===== src/rtl/rsi_pkg.sv =====
// Shared constants, FSM state type and sizing helper for the multi-channel RSI engine.
package rsi_pkg;
  localparam int RSI_W     = 7;
  localparam int DIV_ITERS = 7;
  localparam int RSI_FLAT  = 50;

  typedef enum logic [1:0] {IDLE, UPDATE, DIVIDE, OUTPUT} state_t;

  function automatic int sum_width(input int price_w, input int n);
    return price_w + $clog2(n + 1);
  endfunction
endpackage


===== src/rtl/rsi_div.sv =====
// Restoring divider, one quotient bit per cycle MSB first; the first bit is resolved on the start edge.
module rsi_div import rsi_pkg::*; #(
  parameter int DEN_W = 19,
  parameter int NUM_W = DEN_W + DIV_ITERS - 1
) (
  input  logic             clk,
  input  logic             rst,
  input  logic             start,
  input  logic [NUM_W-1:0] num,
  input  logic [DEN_W-1:0] den,
  output logic             done,
  output logic [RSI_W-1:0] quotient
);
  localparam int STEP_W = $clog2(DIV_ITERS + 1);
  localparam logic [STEP_W-1:0] STEP_LAST = STEP_W'(DIV_ITERS - 1);

  logic [NUM_W-1:0]  rem, dsr, src_rem, src_dsr, nxt_rem;
  logic [STEP_W-1:0] step;
  logic              busy, fits;

  // Quotient never exceeds 100, so the divisor starts shifted by DIV_ITERS-1.
  always_comb begin
    src_rem = start ? num : rem;
    src_dsr = start ? {den, (DIV_ITERS-1)'(0)} : dsr;
    fits    = (src_rem >= src_dsr);
    nxt_rem = fits ? src_rem - src_dsr : src_rem;
  end

  always_ff @(posedge clk) begin
    if (rst) begin
      rem      <= '0;
      dsr      <= '0;
      quotient <= '0;
      step     <= '0;
      busy     <= 1'b0;
      done     <= 1'b0;
    end else begin
      done <= 1'b0;
      if (start || busy) begin
        rem      <= nxt_rem;
        dsr      <= src_dsr >> 1;
        quotient <= {start ? {(RSI_W-1){1'b0}} : quotient[RSI_W-2:0], fits};
        step     <= start ? STEP_W'(1) : step + STEP_W'(1);
        busy     <= start ? 1'b1 : (step != STEP_LAST);
        done     <= !start && (step == STEP_LAST);
      end
    end
  end
endmodule


===== src/rtl/rsi_multi_engine.sv =====
// Multi-channel RSI engine: per-stock delta windows sharing one update path and one divider.
module rsi_multi_engine import rsi_pkg::*; #(
  parameter int NUM_STOCKS = 4,
  parameter int ID_W       = 2,
  parameter int PRICE_W    = 14,
  parameter int N          = 10,
  parameter int RSI_OB     = 70,
  parameter int RSI_OS     = 30
) (
  input  logic                    clk,
  input  logic                    rst,
  input  logic                    in_valid,
  output logic                    in_ready,
  input  logic [ID_W+PRICE_W-1:0] in_data,
  input  logic                    clr_valid,
  input  logic [ID_W-1:0]         clr_id,
  output logic                    out_valid,
  output logic [ID_W-1:0]         out_id,
  output logic                    rsi_valid,
  output logic [RSI_W-1:0]        rsi,
  output logic                    buy_signal,
  output logic                    sell_signal
);
  localparam int SUM_W = sum_width(PRICE_W, N);
  localparam int CNT_W = $clog2(N + 1);
  localparam int PTR_W = $clog2(N);
  localparam int D_W   = PRICE_W + 1;
  localparam int DEN_W = SUM_W + 1;
  localparam int NUM_W = DEN_W + DIV_ITERS - 1;
  localparam logic [CNT_W-1:0] CNT_FULL = CNT_W'(N);
  localparam logic [PTR_W-1:0] PTR_LAST = PTR_W'(N - 1);
  localparam logic [RSI_W-1:0] OB_Q     = RSI_W'(RSI_OB);
  localparam logic [RSI_W-1:0] OS_Q     = RSI_W'(RSI_OS);
  localparam logic [RSI_W-1:0] FLAT_Q   = RSI_W'(RSI_FLAT);

  logic [NUM_STOCKS-1:0]                  seen;
  logic [NUM_STOCKS-1:0][PRICE_W-1:0]     prev;
  logic [NUM_STOCKS-1:0][CNT_W-1:0]       cnt;
  logic [NUM_STOCKS-1:0][PTR_W-1:0]       wptr;
  logic [NUM_STOCKS-1:0][SUM_W-1:0]       gsum, lsum;
  logic [NUM_STOCKS-1:0][N-1:0][D_W-1:0]  ring;

  state_t             state;
  logic [ID_W-1:0]    lid;
  logic [PRICE_W-1:0] lprice;

  logic [D_W-1:0]   d, d_abs, old, old_abs;
  logic [SUM_W-1:0] g_nx, l_nx;
  logic [CNT_W-1:0] c_nx;
  logic [DEN_W-1:0] tot_nx;
  logic             full_nx, div_start, div_done;
  logic [NUM_W-1:0] div_num;
  logic [RSI_W-1:0] div_q;

  assign in_ready = (state == IDLE) && !clr_valid;

  // Deltas are kept as D_W-bit two's complement; the sign bit picks gain or loss.
  always_comb begin
    d       = D_W'(lprice) - D_W'(prev[lid]);
    d_abs   = d[D_W-1] ? -d : d;
    old     = ring[lid][wptr[lid]];
    old_abs = old[D_W-1] ? -old : old;
    g_nx    = gsum[lid];
    l_nx    = lsum[lid];
    c_nx    = cnt[lid];
    if (seen[lid]) begin
      if (cnt[lid] == CNT_FULL) begin
        if (old[D_W-1]) l_nx = l_nx - SUM_W'(old_abs);
        else            g_nx = g_nx - SUM_W'(old_abs);
      end else begin
        c_nx = cnt[lid] + CNT_W'(1);
      end
      if (d[D_W-1]) l_nx = l_nx + SUM_W'(d_abs);
      else          g_nx = g_nx + SUM_W'(d_abs);
    end
    full_nx = (c_nx == CNT_FULL);
    tot_nx  = {1'b0, g_nx} + {1'b0, l_nx};
  end

  assign div_start = (state == UPDATE) && full_nx && (tot_nx != '0);
  assign div_num   = NUM_W'(g_nx) * NUM_W'(100);

  rsi_div #(.DEN_W(DEN_W), .NUM_W(NUM_W)) u_div (
    .clk      (clk),
    .rst      (rst),
    .start    (div_start),
    .num      (div_num),
    .den      (tot_nx),
    .done     (div_done),
    .quotient (div_q)
  );

  always_ff @(posedge clk) begin
    if (rst) begin
      state       <= IDLE;
      lid         <= '0;
      lprice      <= '0;
      seen        <= '0;
      prev        <= '0;
      cnt         <= '0;
      wptr        <= '0;
      gsum        <= '0;
      lsum        <= '0;
      ring        <= '0;
      out_valid   <= 1'b0;
      out_id      <= '0;
      rsi_valid   <= 1'b0;
      rsi         <= '0;
      buy_signal  <= 1'b0;
      sell_signal <= 1'b0;
    end else begin
      case (state)
        IDLE: begin
          if (clr_valid) begin
            seen[clr_id] <= 1'b0;
            cnt[clr_id]  <= '0;
            wptr[clr_id] <= '0;
            gsum[clr_id] <= '0;
            lsum[clr_id] <= '0;
          end else if (in_valid) begin
            lid    <= in_data[ID_W+PRICE_W-1:PRICE_W];
            lprice <= in_data[PRICE_W-1:0];
            state  <= UPDATE;
          end
        end
        UPDATE: begin
          seen[lid] <= 1'b1;
          prev[lid] <= lprice;
          gsum[lid] <= g_nx;
          lsum[lid] <= l_nx;
          cnt[lid]  <= c_nx;
          if (seen[lid]) begin
            ring[lid][wptr[lid]] <= d;
            wptr[lid] <= (wptr[lid] == PTR_LAST) ? '0 : wptr[lid] + PTR_W'(1);
          end
          if (div_start) begin
            state <= DIVIDE;
          end else begin
            // Warm-up or a perfectly flat window: no division needed.
            state       <= OUTPUT;
            out_valid   <= 1'b1;
            out_id      <= lid;
            rsi_valid   <= full_nx;
            rsi         <= full_nx ? FLAT_Q : '0;
            buy_signal  <= full_nx && (FLAT_Q < OS_Q);
            sell_signal <= full_nx && (FLAT_Q > OB_Q);
          end
        end
        DIVIDE: begin
          if (div_done) begin
            state       <= OUTPUT;
            out_valid   <= 1'b1;
            out_id      <= lid;
            rsi_valid   <= 1'b1;
            rsi         <= div_q;
            buy_signal  <= (div_q < OS_Q);
            sell_signal <= (div_q > OB_Q);
          end
        end
        OUTPUT: begin
          out_valid <= 1'b0;
          state     <= IDLE;
        end
        default: state <= IDLE;
      endcase
    end
  end
endmodule

===== config.mk =====
export PLATFORM = sky130hd
export DESIGN_NAME = rsi_multi_engine
export DESIGN_NICKNAME = d
export VERILOG_FILES = /design/src/rtl/rsi_pkg.sv /design/src/rtl/rsi_div.sv /design/src/rtl/rsi_multi_engine.sv
export SDC_FILE = /design/constraint.sdc
export NUM_CORES = 2
export LEC_CHECK = 0
export ABC_CLOCK_PERIOD_IN_PS = 23800
export CAP_MARGIN = 25
export CORE_ASPECT_RATIO = 1.1
export CORE_MARGIN = 4
export CORE_UTILIZATION = 31
export CTS_CLUSTER_SIZE = 16
export DETAILED_ROUTE_END_ITERATION = 10
export PLACE_DENSITY_LB_ADDON = 0.2
export SLEW_MARGIN = 40
export SYNTH_ARGS = -nofsm -noshare
export SYNTH_HDL_FRONTEND = slang
export SYNTH_SLANG_ARGS = --single-unit

===== constraint.sdc =====
create_clock -name clk -period 23.8 [get_ports clk]
set_input_delay 3.57 -clock clk [delete_from_list [all_inputs] [get_ports clk]]
set_output_delay 3.57 -clock clk [all_outputs]
set_load 0.02 [all_outputs]

Yosys cells after proc, flatten, opt, wreduce, memory -nomap -nowiden
Cells that the tools add are included.
{"block": "word_totals", "regBits": 928, "out_inout_bits": 14, "inputBits": 22, "word_cells": 240}
{"block": "classes", "mux": 94, "magnitude_cmp": 9, "multipliers": 1, "eq_ne": 14, "add_sub_neg": 12, "reduce_logical": 23, "bitwise_logic": 11}
{"cell": "$bwmux 600", "n": 1}
{"cell": "$bmux 150 s2", "n": 1}
{"cell": "$demux 150 s2", "n": 1}
{"cell": "$mux 150", "n": 2}
{"cell": "$pmux 72 s2", "n": 2}
{"cell": "$mux 18", "n": 14}
{"cell": "$and 72x72->72", "n": 2}
{"cell": "$bwmux 72", "n": 2}
{"cell": "$mux 72", "n": 2}
{"cell": "$mux 25", "n": 3}
{"cell": "$bmux 18 s2", "n": 2}
{"cell": "$demux 18 s2", "n": 2}
{"cell": "$not 72->72", "n": 1}
{"cell": "$pmux 16 s2", "n": 2}
{"cell": "$bmux 15 s4", "n": 1}
{"cell": "$demux 15 s4", "n": 1}
{"cell": "$mux 15", "n": 4}
{"cell": "$bwmux 56", "n": 1}
{"cell": "$mux 16", "n": 3}
{"cell": "$add 18x15->18", "n": 2}
{"cell": "$sub 18x15->18", "n": 2}
{"cell": "$and 16x16->16", "n": 2}
{"cell": "$bwmux 16", "n": 2}
{"cell": "$mux 4", "n": 8}
{"cell": "54 further kinds", "n": 101}

Logic depth before layout (Yosys ltp)
{"block": "logic_depth", "ltp_word": 19, "mapped_depth": 83, "ltp_nobuf": 59}

Modules after synthesis
A second synthesis with hierarchy kept.
{"block": "hier_totals", "hier_cells": 5774, "hier_area_um2": 48736.7}
{"module": "rsi_multi_engine", "instances": 1, "area_per_inst_um2": 44375.1, "cells_per_inst": 5266, "seq_area_each_um2": 17356.6}
{"module": "rsi_div", "instances": 1, "area_per_inst_um2": 4361.7, "cells_per_inst": 508, "seq_area_each_um2": 1221.2}

Worst setup path before layout
OpenSTA, ideal clock, no wires.
{"block": "synth_timing", "path_kind": "register -> register", "from": "reg lid[0]", "to": "reg u_div.rem[14]", "setup_slack_ps": 6606, "setup_time_ps": 86, "required_time_ps": 23714, "t_arrival_ps": 17108, "n_path_buf": 22, "synth_period_minus_slack_ps": 17194, "stages_incl_launch_ff": 81, "path_cell_list": "dfxtp_1 -> buf_6 -> buf_6 -> buf_4 -> buf_4 -> buf_4 -> buf_4 -> buf_2 -> buf_2 -> buf_4 -> buf_2 -> buf_2 -> buf_2 -> buf_2 -> buf_2 -> mux4_2 -> ha_1 -> inv_1 -> (+45 left out) -> inv_1 -> ha_1 -> nor2b_1 -> o21ai_0 -> a21boi_0 -> o21ai_0 -> a21oi_1 -> o21ai_0 -> a21boi_0 -> o21ai_0 -> a211oi_1 -> nor3_1 -> o31ai_1 -> a21oi_1 -> clkinv_1 -> nor2_1 -> a22oi_1 -> a211oi_1"}
{"block": "synth_between", "elab_chain_len": 19, "elab_cells_between_ends": 51, "classes_between": "10 x add/sub; 1 x mul; 1 x order compare; 2 x eq/ne; 33 x mux; 4 x reduce/logical"}
{"element": "from (decl)", "line_no": "rsi_multi_engine.sv:44", "source": "logic [ID_W-1:0] lid;"}
{"element": "from (signal assigned)", "line_no": "rsi_multi_engine.sv:121", "source": "lid <= in_data[ID_W+PRICE_W-1:PRICE_W];"}
{"element": "branches (longest 19 deep; another with $sub 18x15->18)"}
{"element": "to (signal assigned)", "line_no": "rsi_div.sv:40", "source": "rem <= nxt_rem;"}
{"element": "to (decl)", "line_no": "rsi_div.sv:17", "source": "logic [NUM_W-1:0] rem, dsr, src_rem, src_dsr, nxt_rem;"}
Several ways; the timed one is not identified. The select of a mux whose other input is x is not followed.
A chain may end at the register's enable or synchronous reset.

Worst setup path after layout
{"block": "layout_timing", "from": "reg lid[0]", "to": "reg u_div.rem[0]"}
Same word-level chain as after synthesis.

==> flow_metrics.tcl <==
set metrics [dict create \
    synth_area_leader_cell "dfxtp_1" \
    viasPerCell 5.268 \
    syn_nets 5982 \
    setup_viol 0 \
    placed_area_mm2 0.05033 \
    drv_cap 0 \
    drt-wirelength-per-cell_um 20.65 \
    portBuffers 35 \
    cts_htree_levels 3 \
    postCtsSetupBuffers 0 \
    slew_headroom_pct 42.11 \
    hold-worst-slack_ps 447.1 \
    ys_ff_latch 928 \
    worstSetupPathType "reg -> reg" \
    cp_max_fo 47 \
    clk_latency_ps 760 \
    final_util_pct 35.07 \
    worstPathRequired_ps 24460 \
    async_reset_ff_share_pct 0 \
    rows 151 \
    first_pass_iters 5 \
    dieHeight_um 421.2 \
    rsz0062_at_grt "no" \
    finalCritPeriodShare_pct 68.20 \
    synth.top_cell.area_share_pct 38.62 \
    postRouteAntennaNets 0 \
    synth_ff_type "dfxtp_1" \
    grt_use_total_pct 19.19 \
    synthesis.area_mm2 0.04811 \
    numCtsBuffers 105 \
    synth.distinct_cells 101 \
    syn_to_final_growth_pct 12.37 \
    grt_pass1_vias 39252 \
    num_vias 40635 \
    start_util_pct 31.21 \
    dp_hpwl_um 102600 \
    grt_pass1_wl_um 244600 \
    power_density_mw_per_mm2 91.18 \
    syn_inst 5764 \
    status "finished, final reports clean" \
    synth_warnings 0 \
    routed_wl_um 159300 \
    tritoncts "yes" \
    cts_hold_buf 0 \
    root_buffer "clkbuf_16" \
    clk_pin_slew_worst_paths_ps 60 \
    cts_sinks 928 \
    final_area_mm2 0.05406 \
    cp.arrival_ps 16900 \
    final_common_cell "nand2_1" \
    die_area_mm2 0.1616 \
    core_area_mm2 0.1542 \
    pin_count 36 \
    dr.first_iter.drc_count 3054 \
    final-hold-violation-count 0 \
    hold_path_class "reg -> reg" \
    endpoint_kind "register" \
    synth-edff-count 0 \
    slowest_delay_ps 1040 \
    fmax_mhz 61.60 \
    final_cell_mix "nand2_1 (1105), dfxtp_1 (926), nor2_1 (774), a21oi_1 (711), mux4_2 (206)" \
    cts-resized-gates 0 \
    fin_skew_ps 79.91 \
    overflow 0 \
    maxSlewViolCount 0 \
    grt_max_degree 111 \
    crit_path_top_delay_cell "mux4_4" \
    drcViolationCount 0 \
    crit_path_frequent_cell "a21o_1" \
    layout-drive-gt1-share_pct 10.87 \
    dp.cells 7518 \
    die_x_um 383.6 \
    tightest_slew_ps 866.2 \
    period_minus_slack_ps 16230 \
    yosysSeqAreaShare_pct 38.62 \
    instances_no_fill 7714 \
    antenna_found_initial 2 \
    synthTopCellsByArea "dfxtp_1 (39%), mux4_2 (9.7%), nand2_1 (8.7%)" \
    peakVddDrop_v 0.0001228 \
    fin_setup_tns_ps 0 \
    leakagePower_nw 18.67 \
    syn_avg_cell_area_um2 8.347 \
    startpoint_type "register" \
    routabilityCongestion 0.8630 \
    final_nets 5779 \
    clockBufferDepth 3 \
]
[cell usage after synthesis, types with 7 or more instances]
| library cell | count |
|---|---|
| a221oi_1 | 9 |
| and3_1 | 13 |
| a31o_2 | 7 |
| or3_1 | 10 |
| a211oi_1 | 124 |
| inv_1 | 156 |
| nor3_1 | 56 |
| mux4_2 | 207 |
| o21ai_1 | 35 |
| a21o_1 | 43 |
| nor4_1 | 7 |
| nor3b_1 | 10 |
| a21oi_1 | 712 |
| and2_1 | 22 |
| buf_1 | 21 |
| a22oi_1 | 119 |
| o21a_1 | 10 |
| nor2_1 | 830 |
| xor2_1 | 36 |
| a31oi_1 | 21 |
| o21ai_0 | 132 |
| o211ai_1 | 8 |
| dfxtp_1 | 928 |
| or2_2 | 8 |
| fa_1 | 20 |
| buf_4 | 13 |
| nor2b_1 | 19 |
| nand2b_1 | 27 |
| mux2_2 | 26 |
| nand4_1 | 18 |
| clkbuf_1 | 329 |
| o22ai_1 | 12 |
| a21boi_0 | 17 |
| buf_6 | 14 |
| ha_1 | 176 |
| buf_2 | 41 |
| o21bai_1 | 21 |
| nand3b_1 | 16 |
| nand3_1 | 42 |
| mux2i_1 | 78 |
| a311oi_1 | 11 |
| a22o_1 | 25 |
| xnor2_1 | 96 |
| nand2_1 | 1109 |
[area by class of cell]
type                            instances  area, um2
Inverter                              158      593.1
Multi-Input combinational cell       4259      27560
Clock buffer                          152       3044
Sequential cell                       928      18590
Fill cell                           15987     100100
Timing Repair Buffer                  109       1033
Clock inverter                         42      658.1
Antenna cell                            1      2.502
Tap cell                             2065       2584
[flip-flops by register name, summed over array words and instances, names as in the netlist, 14 cells and up]
| signal | count |
|---|---|
| lsum | 72 |
| u_div.rem | 25 |
| lprice | 14 |
| cnt | 16 |
| u_div.dsr | 24 |
| wptr | 16 |
| prev | 56 |
| ring | 600 |
| gsum | 72 |
[stage by stage]
stage | setup slack, ps | total power [mW]
2_1_floorplan | 6606 | 2.664
6_report | 7567 | 4.929
4_1_cts | 7426 | 4.978
3_3_place_gp | 7488 | 3.226
3_5_place_dp | 7464 | 3.230
5_1_grt | 6344 | 5.165
[metal layers]
layer	part of all wire (%)	global-route usage (%)	up-vias
met4	3.4	6.361	0
met1	44	25.59	19756
met5	0	0	-
met3	4.6	2.306	264
li1	-	-	19595
met2	48	32.18	1020
[worst max-delay path: cells and delay by family (launching register included)]
kind	cells	cell delay, ps
XOR/XNOR	3	500
multiplexers	3	1890
AND/OR/NAND/NOR	12	1850
buffers and inverters	6	2390
flip-flops	1	570
adder cells (fa/ha/maj)	6	2360
AO/OA/AOI/OAI	25	6410
[kinds of logic (layout without fill, tap and decap cells)]
kind of cell	count (synthesis)	in the layout	synth area share, %
and+or+nand+nor	2226	2226	18.91
AOI/OAI and AO/OA	1389	1389	17.65
DFF	928	928	38.62
buffers and inverters	577	461	4.931
muxes	311	311	11.92
adders and majority gates	199	199	5.474
xor gates and xnor gates	134	134	2.494
other	0	1	0
[worst paths after layout]
check	from	to	slack [ps]	cells after the start
setup / recovery	lid[0]	u_div.rem[0]	7570	55
hold / removal	gsum[71]	gsum[71]	450	2
setup reg to reg	lid[0]	u_div.rem[0]	7570	55
hold reg to reg	gsum[71]	gsum[71]	450	2
[power by group]
part | leakage [nW] | total, mW | internal, mW | switching (mW)
Sequential | 7.48 | 1.59 | 1.57 | 0.0171
Combinational | 9.38 | 1.61 | 0.480 | 1.13
Clock | 1.81 | 1.73 | 1.02 | 0.708
Total | 18.7 | 4.93 | 3.07 | 1.86
Power figures use the tool's default switching activity.
